`config.mk`:
```
export PLATFORM = sky130hd
export DESIGN_NAME = fetch_sequencer
export DESIGN_NICKNAME = d
export VERILOG_FILES = /design/src/rtl/fetch_sequencer.sv
export SDC_FILE = /design/constraint.sdc
export NUM_CORES = 1
export LEC_CHECK = 0
export ABC_AREA = 1
export BUFFER_PORTS_ARGS = -buffer_cell sky130_fd_sc_hd__buf_2
export CAP_MARGIN = 5
export CELL_PAD_IN_SITES_DETAIL_PLACEMENT = 0
export CELL_PAD_IN_SITES_GLOBAL_PLACEMENT = 1
export CORE_MARGIN = 4
export CORE_UTILIZATION = 36
export CTS_CLUSTER_DIAMETER = 80
export DETAILED_ROUTE_END_ITERATION = 8
export GPL_TIMING_DRIVEN = 0
export PLACE_DENSITY_LB_ADDON = 0.1
export SYNTH_ARGS = -nofsm -noshare
export SYNTH_HDL_FRONTEND = slang
export SYNTH_SLANG_ARGS = --single-unit
export TNS_END_PERCENT = 30
```
`constraint.sdc`:
```
create_clock -name clk -period 2.4 [get_ports clk]
set_input_delay 0.24 -clock clk [delete_from_list [all_inputs] [get_ports clk]]
set_output_delay 0.24 -clock clk [all_outputs]
set_load 0.005 [all_outputs]
```
`src/rtl/fetch_sequencer.sv`:
```
// fetch_sequencer: multi-phase fetch controller (in: clk, rst_n, stall, branch_valid, branch_target, halt_req; out: counter, pc, halted, fault, retired_count)
module fetch_sequencer #(
  parameter int NUM_PHASES = 5,
  parameter logic [31:0] RESET_PC = 32'h0000_0000,
  parameter int IMEM_DEPTH = 128
) (
  input  logic        clk,
  input  logic        rst_n,
  input  logic        stall,
  input  logic        branch_valid,
  input  logic [31:0] branch_target,
  input  logic        halt_req,
  output logic [2:0]  counter,
  output logic [31:0] pc,
  output logic        halted,
  output logic [1:0]  fault,
  output logic [31:0] retired_count
);
  typedef enum logic {RUN, HALT} state_t;
  localparam logic [2:0] LAST = 3'(NUM_PHASES - 1);
  localparam logic [32:0] LIMIT = 33'(4 * IMEM_DEPTH);
  state_t state, state_d;
  logic [2:0] counter_d;
  logic [31:0] pc_d, ret_d, br_tgt, br_tgt_d, next_pc;
  logic [1:0] fault_d;
  logic br_pend, br_pend_d, halt_pend, halt_pend_d, take, wrap, mis, bad, stop;
  assign halted = state == HALT;
  always_ff @(posedge clk or negedge rst_n)
    if (!rst_n) begin
      state <= RUN;
      counter <= 3'd0;
      pc <= RESET_PC;
      fault <= 2'd0;
      retired_count <= 32'd0;
      br_pend <= 1'b0;
      br_tgt <= 32'd0;
      halt_pend <= 1'b0;
    end else begin
      state <= state_d;
      counter <= counter_d;
      pc <= pc_d;
      fault <= fault_d;
      retired_count <= ret_d;
      br_pend <= br_pend_d;
      br_tgt <= br_tgt_d;
      halt_pend <= halt_pend_d;
    end
  always_comb begin
    take = state == RUN && branch_valid && counter != 3'd0;
    next_pc = take ? branch_target : br_pend ? br_tgt : pc + 32'd4;
    mis = |next_pc[1:0];
    bad = mis || {1'b0, next_pc} >= LIMIT;
    wrap = state == RUN && !stall && counter == LAST;
    stop = bad || halt_pend || halt_req;
    state_d = wrap && stop ? HALT : state;
    counter_d = state == HALT || stall ? counter : wrap ? (stop ? 3'd7 : 3'd0) : counter + 3'd1;
    pc_d = wrap && !bad ? next_pc : pc;
    ret_d = wrap ? retired_count + 32'd1 : retired_count;
    fault_d = !wrap ? fault : mis ? 2'd1 : bad ? 2'd2 : 2'd0;
    br_pend_d = !wrap && (br_pend || take);
    br_tgt_d = take ? branch_target : br_tgt;
    halt_pend_d = !wrap && (halt_pend || (halt_req && state == RUN));
  end
endmodule

```
* Word-level counts from Yosys, hierarchy flattened *
Cells that the tools add are included.

operators by class
  add/sub/neg operators = 3
  order comparisons = 1
  equal/unequal tests = 1
  muxes and demuxes = 6
  bitwise operators = 1
  reductions and logical operators = 20

operators with widths
  operator                                                                                count
  32-bit 2-to-1 mux                                                                       2
  32-bit by 1-bit adder with 32-bit output (second input constant)                        1
  32-bit by 3-bit adder with 32-bit output (second input constant)                        1
  32-bit by 10-bit greater-or-equal comparator with 1-bit output (second input constant)  1
  1-bit logical AND                                                                       9
  1-bit logical OR                                                                        6
  3-bit 2-to-1 mux                                                                        2
  2-bit 2-to-1 mux                                                                        2
  3-bit by 1-bit adder with 3-bit output (second input constant)                          1
  3-bit == test (second input constant)                                                   1
  1-bit logical NOT                                                                       3
  3-bit nonzero test                                                                      1
  2-bit OR reduction                                                                      1
  1-bit inverter                                                                          1

storage, ports and cells
  register bits after elaboration = 104
  input port bits = 37
  output and inout bits = 70
  logic and storage cells = 40

* Logic depth before layout (Yosys ltp) *
Gate-level depths: netlist of the first run.

  depth in word-level cells = 10
  mapped depth = 19
  mapped depth without buffers = 17

* Worst setup path before layout of the first run *
No wires, ideal clock.

  kind = register to register
  start = reg counter[0]
  end = reg pc[29]
  setup time = 116 ps
  arrival = 2175 ps
  data required time = 2284 ps
  path slack = 108 ps
  stages on the path, launching flop included = 17
  path buffers = 4
  clock period less this slack = 2292 ps
  cell sequence = dfrtp_1 -> inv_1 -> ha_1 -> inv_1 -> nor2_1 -> nor3_2 -> buf_2 -> buf_2 -> o21ai_0 -> a22oi_1 -> nand3_1 -> nor2_1 -> nand4_1 -> inv_2 -> buf_6 -> buf_8 -> nor2_2

on the way
  cells in the longest elaborated chain, start to end = 7
  elaborated cells between the ends (all ways) = 10
  those cells by class = 1 x order compare; 1 x eq/ne; 1 x mux; 7 x reduce/logical

RTL lines
  element                                                                                                      line    RTL
  from (decl)                                                                                                  13      output logic [2:0] counter,
  from (signal assigned)                                                                                       40      counter <= counter_d;
  3-bit nonzero test                                                                                           49      take = state == RUN && branch_valid && counter != 3'd0;
  1-bit logical AND                                                                                            49
  32-bit 2-to-1 mux                                                                                            50      next_pc = take ? branch_target : br_pend ? br_tgt : pc + 32'd4;
  32-bit by 10-bit greater-or-equal comparator with 1-bit output / 2-bit OR reduction (equally long branches)  52, 51
  1-bit logical OR                                                                                             52      bad = mis || {1'b0, next_pc} >= LIMIT;
  1-bit logical NOT                                                                                            57      pc_d = wrap && !bad ? next_pc : pc;
  1-bit logical AND                                                                                            57
  to (signal assigned)                                                                                         41      pc <= pc_d;
  to (decl)                                                                                                    14      output logic [31:0] pc,

Parallel ways exist; a longest one is shown, timed or not.
A chain may end at the register's enable or synchronous reset.

* Worst setup path in the final report of the first run *
  start = reg counter[0]
  end = reg pc[30]

Same word-level chain as after synthesis.

==> results_dict.tcl, run 1 <==
set metrics [dict create \
    outcome "finished, violations left" \
    violations "negative setup slack" \
    synth_cell_types 31 \
    diodes 0 \
    fin_nets 978 \
    ant_nets 0 \
    fill_cells 1590 \
    yosysWarnings 0 \
    dp_hpwl_um 13100 \
    min_path_type "primary input to flip-flop" \
    tightest_slew_ns 0.561 \
    final_util_pct 50.3 \
    fin_crit_ns 2.56 \
    rsz0062_at_grt "true" \
    area_growth_pct 36.2 \
    gp_congestion 0.923 \
    ys_ff_latch 104 \
    synth_edf_count 0 \
    setup_viol 34 \
    cp_max_fo 8 \
    endpoint_kind "flip-flop" \
    yosysMostFrequentCell "nand2_1" \
    slowest_stage "dfrtp_1" \
    path_cells "inv_2 > ha_4 > inv_4 > nor2_4 > nor2_4 > nand2_4 > buf_6 > nand2_4 > o21ai_1 > nand2_1 > nand2_1 > nor2_1 > nand2_1 > nor2_4 > nand4_1 > inv_2 > buf_12 > clkbuf_16 > nor2_2" \
    maxCapViolCount 0 \
    dieArea_sq_mm 0.0178 \
    rows 45 \
    synthCells 761 \
    initialDrtViolationCount 341 \
    clock-sinks 104 \
    drt_first_pass_iters 5 \
    fin_area_sq_mm 0.00770 \
    async_flop_share_pct 100 \
    yosys.area_share.adder_pct 0.885 \
    yosysTopAreaCell "dfrtp_1" \
    synth_xor_area_share_pct 5.73 \
    p_sw_share_pct 25.1 \
    port_buffers 106 \
    dr.max_layer_used "met5" \
    hold_viol 0 \
    power_frac_clock_pct 42.0 \
    drv_slew 0 \
    overflow 0 \
    netlist_area_sq_mm 0.00565 \
    drive_gt1_share_pct 32.0 \
    drc 0 \
    synth_nets 802 \
    synth-simple-area-share_pct 31.8 \
    chipHeight_um 133 \
    grt_pass1_vias 5602 \
    p_switching_mw 0.857 \
    path_buf_inv 6 \
    synth_top_area_share_pct 46.0 \
    synth_top_family_by_area "simple AND/OR/NAND/NOR gates" \
    cts_buffers 9 \
    ys_seq_area_share_pct 46.0 \
    clkTransAtPathRegs_ns 0.07 \
    required_ns 2.65 \
    vias_per_cell 4.81 \
    dr_wl_met3_um 936 \
    synthMuxAreaShare_pct 0.177 \
    clock_skew_ns 0.00655 \
    clock_latency_ns 0.35 \
    max_stage_delay_ns 0.37 \
    cts.path.max_buffers 2 \
    synth_top_cells_by_count "nand2_1 (231), dfrtp_1 (104), nor2_1 (97)" \
    vias 5550 \
    wire_per_inst_um 15.8 \
    seqPwrFrac_pct 52.1 \
    antenna_found_initial 1 \
    cts_root_buf "clkbuf_16" \
    irDropWorstVdd_mv 0.304 \
    core_area_sq_mm 0.0153 \
    final.setup.worst_slack_ns -0.164 \
    cp.arrival_ns 2.81 \
    p_leak_nw 4.19 \
    multi_input_area_sq_mm 0.00294 \
    synth_area_leaders "dfrtp_1 (46%), nand2_1 (15%), nor2_1 (6.4%), inv_1 (5.3%), o21ai_0 (4.8%)" \
    wl_met1_um 8600 \
    postPlaceCellArea_sq_mm 0.00649 \
    cts_tree "yes" \
    grt_max_degree 40 \
    syn_avg_cell_area_sq_um 7.43 \
    wl_um 18200 \
    boundaryPins 107 \
    startpoint_type "flip-flop" \
    cp_top_family "simple AND/OR/NAND/NOR gates" \
    fmax_ghz 0.390 \
    ys.flop_type "dfrtp_1" \
    power_frac_comb_pct 6.0 \
    grt_pass1_wl_um 29000 \
    seq_area_sq_mm 0.00262 \
    wl_met2_um 8320 \
    h-tree-depth 3 \
    start_util_pct 36.9 \
    synth_compound_area_share_pct 7.92 \
    min_period_over_period_pct 107 \
    slew_headroom_pct 62.6 \
    worstSetupPathType "flip-flop to flip-flop" \
    p_per_area_mw_per_mm2 444 \
    p_int_mw 2.56 \
    grt_usage_pct 20.6 \
    die_w_um 133 \
]
worst reg2reg max path: cells and delay by family (launching register included):
family,cells,cell delay (ns)
fa+ha+maj,1,0.17
flops,1,0.37
compound gates,1,0.06
simple gates,11,1.09
buf+inv,6,0.76
power by group through the flow:
| stage | Clock (mW) | Sequential [mW] | Combinational, mW |
|---|---|---|---|
| 6_report | 1.44 | 1.78 | 0.204 |
| 5_1_grt | 1.55 | 1.78 | 0.234 |
| 4_1_cts | 1.47 | 1.78 | 0.202 |
| 3_5_place_dp | 0 | 1.81 | 0.185 |
| 3_3_place_gp | 0 | 1.81 | 0.173 |
| 2_1_floorplan | 0 | 1.81 | 0.0796 |
final cells by class:
cell class,instances,share of cell area [%]
multi-input combinational,552,38.2
sequential,104,34.0
timing repair buffer,165,14.3
inverter,83,4.08
tap,211,3.43
clock buffer,11,3.02
buffer,22,2.44
clock inverter,5,0.536
sequential cells by signal, indices dropped and copies added, names as in the netlist:
name	flops
counter	3
br_tgt	32
pc	32
halted	1
br_pend	1
halt_pend	1
retired_count	32
fault	2
logic make-up (layout without fill, tap and decap cells):
group                    Yosys count  in the layout
AO/OA/AOI/OAI                     85             85
XOR/XNOR                          37             37
adder cells (fa/ha/maj)            4              4
buffers and inverters            105            286
flip-flops                       104            104
multiplexers                       1              1
AND/OR/NAND/NOR                  425            425
metal layers:
layer	vias up	global-route usage, %
li1	2747	-
met1	2626	29.6
met2	155	31.9
met3	20	3.06
met4	2	6.86
met5	-	0
path summary, 6_finish.rpt:
path                                  start                 to  slack, ns  cells after the start
setup reg to reg                 counter[0]             pc[30]      -0.16                     19
min in group asynchronous             rst_n             pc[22]       0.37                      2
max in group asynchronous             rst_n  retired_count[28]       1.20                      4
setup / recovery                 counter[0]             pc[30]      -0.16                     19
hold / removal             branch_target[6]          br_tgt[6]       0.09                      3
hold reg to reg                  br_tgt[19]         br_tgt[19]       0.47                      2
repair_timing:
action	CTS	global route
setup buffers	42	10
gates cloned	3	1
pin swaps	13	23
endpoints found under the setup margin	61	66
endpoints found under the hold margin	29	0
hold buffers	1	0
gates resized for setup	99	60
cell usage in the layout, fill, tap and decap left out, types with 2 or more instances in the layout:
master	instances
buf_6	16
o21ai_1	22
clkbuf_4	2
buf_2	108
o21ai_0	41
nor2_2	23
clkbuf_1	7
inv_1	75
inv_2	7
clkbuf_2	3
nor3_4	2
nand2_4	3
o21a_1	2
nand3_1	48
dfrtp_1	91
clkbuf_8	2
xor2_1	24
nor2_4	19
buf_12	5
ha_1	2
ha_4	2
nand2_2	22
nand2_1	208
dfrtp_2	13
clkbuf_16	10
nor4_1	3
nor3_2	4
a21oi_1	12
nand3_2	5
buf_4	42
nor2_1	72
o21ai_2	2
a22oi_1	2
xnor2_1	13
nor3_1	7
clkinv_4	2
clkinvlp_4	2
nand4_1	7
through the flow:
step / setup WS [ns] / setup TNS, ns / total power, mW / instances / hold WS (ns)
floorplan: 0.108 / 0 / 1.89 / 761 / -0.0556
global route: -0.348 / -13.91 / 3.57 / 1153 / 0.110
finish: -0.164 / -4.02 / 3.42 / 1153 / 0.0888
CTS: -0.111 / -2.23 / 3.45 / 1142 / 0.0843
detailed placement: -0.726 / -28.02 / 2.00 / 1080 / 0.212
global placement: -0.686 / -47.06 / 1.99 / 1078 / 0.452
No activity file was read; power rests on OpenSTA's default activity.
==> run 2, diff against run 1 <==
CORE_UTILIZATION = 43   (was 36)
SETUP_SLACK_MARGIN = 0.5   (was not set)
clock period = 2.96 ns   (was 2.4 ns; I/O delays follow)
==> run 2 against run 1 <==
  * The run now ends clean
  * Global-route usage is 3.0 points higher
  * Setup slack better by 0.52 ns
  * Sequential cell count stayed put
  * Cell count is 4.8% lower
  * Total power is 17% lower
  * Clock power is 15% lower
  * Routed wire length is 7.5% lower
  * Die area is 15% lower
  * Largest power group unchanged
  * Highest routed layer is now met4
==> results_dict.tcl, run 2 (synthesis gave the netlist of run 1 again) <==
set metrics [dict create \
    power_frac_clock_pct 43.3 \
    tightest_slew_ns 0.654 \
    outcome "complete, no violations" \
    p_sw_share_pct 23.4 \
    hp-start "branch_target[2]" \
    wire_per_inst_um 15.3 \
    clock_latency_ns 0.36 \
    wl_met1_um 8190 \
    reg_top3 "br_tgt x32, pc x32, retired_count x32" \
    core_area_sq_mm 0.0127 \
    min_period_over_period_pct 87.8 \
    drt_first_pass_iters 5 \
    clock-sinks 104 \
    setup_viol 0 \
    wl_met2_um 7470 \
    grt_pass1_vias 5357 \
    clock_skew_ns 0.00876 \
    r2r_cells 18 \
    cts_root_buf "clkbuf_16" \
    p_per_area_mw_per_mm2 380 \
    final.setup.worst_slack_ns 0.360 \
    hold_viol 0 \
    chipHeight_um 123 \
    die_w_um 123 \
    holdWs_ns 0.147 \
    overflow 0 \
    dp_hpwl_um 12100 \
    maxCapViolCount 0 \
    dr_wl_met3_um 822 \
    fill_cells 1236 \
    p_switching_mw 0.664 \
    max_stage_delay_ns 0.44 \
    h-tree-depth 3 \
    cts_buffers 9 \
    required_ns 3.21 \
    worstSetupPathType "flip-flop to flip-flop" \
    diodes 0 \
    dr.max_layer_used "met4" \
    initialDrtViolationCount 472 \
    fin_crit_ns 2.60 \
    seqPwrFrac_pct 50.9 \
    rows 41 \
    grt_usage_pct 23.6 \
    cp.arrival_ns 2.85 \
    vias 5531 \
    path_cells "nand2_1 > nor2_2 > nand2_1 > nor2_4 > nand2_1 > nand2_1 > nand3_1 > nand2_1 > nand2_1 > nor2_1 > nand2_1 > nor2_2 > nand4_1 > inv_2 > buf_8 > buf_6 > buf_12 > nor2_2" \
    grt_max_degree 59 \
    layout_common_cells "nand2_1 (211), buf_2 (108), dfrtp_1 (94)" \
    power_frac_comb_pct 5.8 \
    vias_per_cell 5.04 \
    final_common_cell "nand2_1" \
    boundaryPins 107 \
    clkTransAtPathRegs_ns 0.07 \
    ant_nets 0 \
    fin_nets 964 \
    startpoint_type "flip-flop" \
    ff2ff_setup_slack_ns 0.36 \
    drive_gt1_share_pct 29.4 \
    rsz0062_at_grt "true" \
    holdPathEnd "br_tgt[2]" \
    port_buffers 106 \
    drc 0 \
    wl_um 16800 \
    r2r-start "pc[11]" \
    p_leak_nw 4.10 \
    dpl_worst_slack_ns -0.103 \
    cp_common_cell "nand2_1" \
    gp_congestion 0.850 \
    slew_headroom_pct 56.4 \
    grt_pass1_wl_um 27600 \
    power.total_mw 2.84 \
    start_util_pct 44.4 \
    drv_slew 0 \
    cp_max_fo 7 \
    irDropWorstVdd_mv 0.224 \
    min_path_type "primary input to flip-flop" \
    cts_tree "yes" \
    timing.rr.end "pc[27]" \
    whs_path_depth 3 \
    cts.path.max_buffers 2 \
    endpoint_kind "flip-flop" \
    p_int_mw 2.17 \
    area_growth_pct 32.1 \
    fmax_ghz 0.385 \
    dieArea_sq_mm 0.0150 \
    slowest_stage "dfrtp_1" \
    antenna_found_initial 0 \
]
run 2: cell count changes in the layout (fill, tap and decap cells not counted), sizes merged:
cell and change:
clkbuf -3, bufinv +1, buf -13, clkinv -1
bufbuf +1, clkinvlp -1
run 2: worst max path at each step:
| stage | startpoint | end | slack, ns | cells past startpoint |
|---|---|---|---|---|
| 2_1_floorplan | counter[0] | pc[29] | 0.67 | 16 |
| 3_3_place_gp | pc[2] | pc[26] | -0.1 | 18 |
| 3_5_place_dp | pc[2] | pc[26] | -0.10 | 18 |
| 4_1_cts | counter[1] | pc[0] | 0.37 | 19 |
| 5_1_grt | pc[11] | pc[26] | 0.18 | 18 |
| 6_report | pc[11] | pc[27] | 0.36 | 18 |
run 2: cell type report:
cell class              count  area (sq um)  area share [%]
flip-flops and latches    104          2620            35.0
clock inverters             4          55.1           0.737
repair buffers            151           982            13.2
well taps                 172           215            2.88
multi-input cells         552          2870            38.4
plain buffers              22           185            2.48
inverters                  83           312            4.17
clock buffers              10           239            3.20
run 2: power groups by stage:
stage	clock network, mW	registers (mW)	logic, mW
final	1.23	1.44	0.165
after global routing	1.32	1.44	0.191
after CTS	1.26	1.44	0.157
after detailed placement	0	1.47	0.147
after global placement	0	1.47	0.139
after floorplan	0	1.47	0.0645
run 2: critical path, delay by kind of cell (launching register included):
family,cells,cell delay (ns)
buffers and inverters,4,0.50
flip-flops,1,0.44
AND/OR/NAND/NOR,14,1.56
run 2: timing repair:
item / 4_1_cts / 5_1_grt
hold buffers: 1 / 0
pin swaps: 7 / 28
setup buffers: 24 / 14
gates cloned: 5 / 0
resized for setup: 82 / 49
endpoints found under the hold margin: 36 / 0
setup endpoints to repair: 59 / 65
run 2: metal layers:
| metal | vias to the layer above | GRT usage [%] |
|---|---|---|
| met4 | 0 | 7.63 |
| met3 | 23 | 2.67 |
| met2 | 151 | 35.3 |
| li1 | 2730 | - |
| met5 | - | 0 |
| met1 | 2627 | 35.7 |
run 2: per-stage QoR:
stage | cell area [sq um] | utilization (%) | TNS (ns) | cells
floorplan | 5650 | - | 0 | 761
global placement | 6400 | 50.3 | -1.24 | 1039
detailed placement | 6430 | 50.5 | -1.42 | 1040
CTS | 7230 | 56.8 | 0 | 1084
global route | 7470 | 58.7 | 0 | 1098
finish | 7470 | 58.7 | 0 | 1098
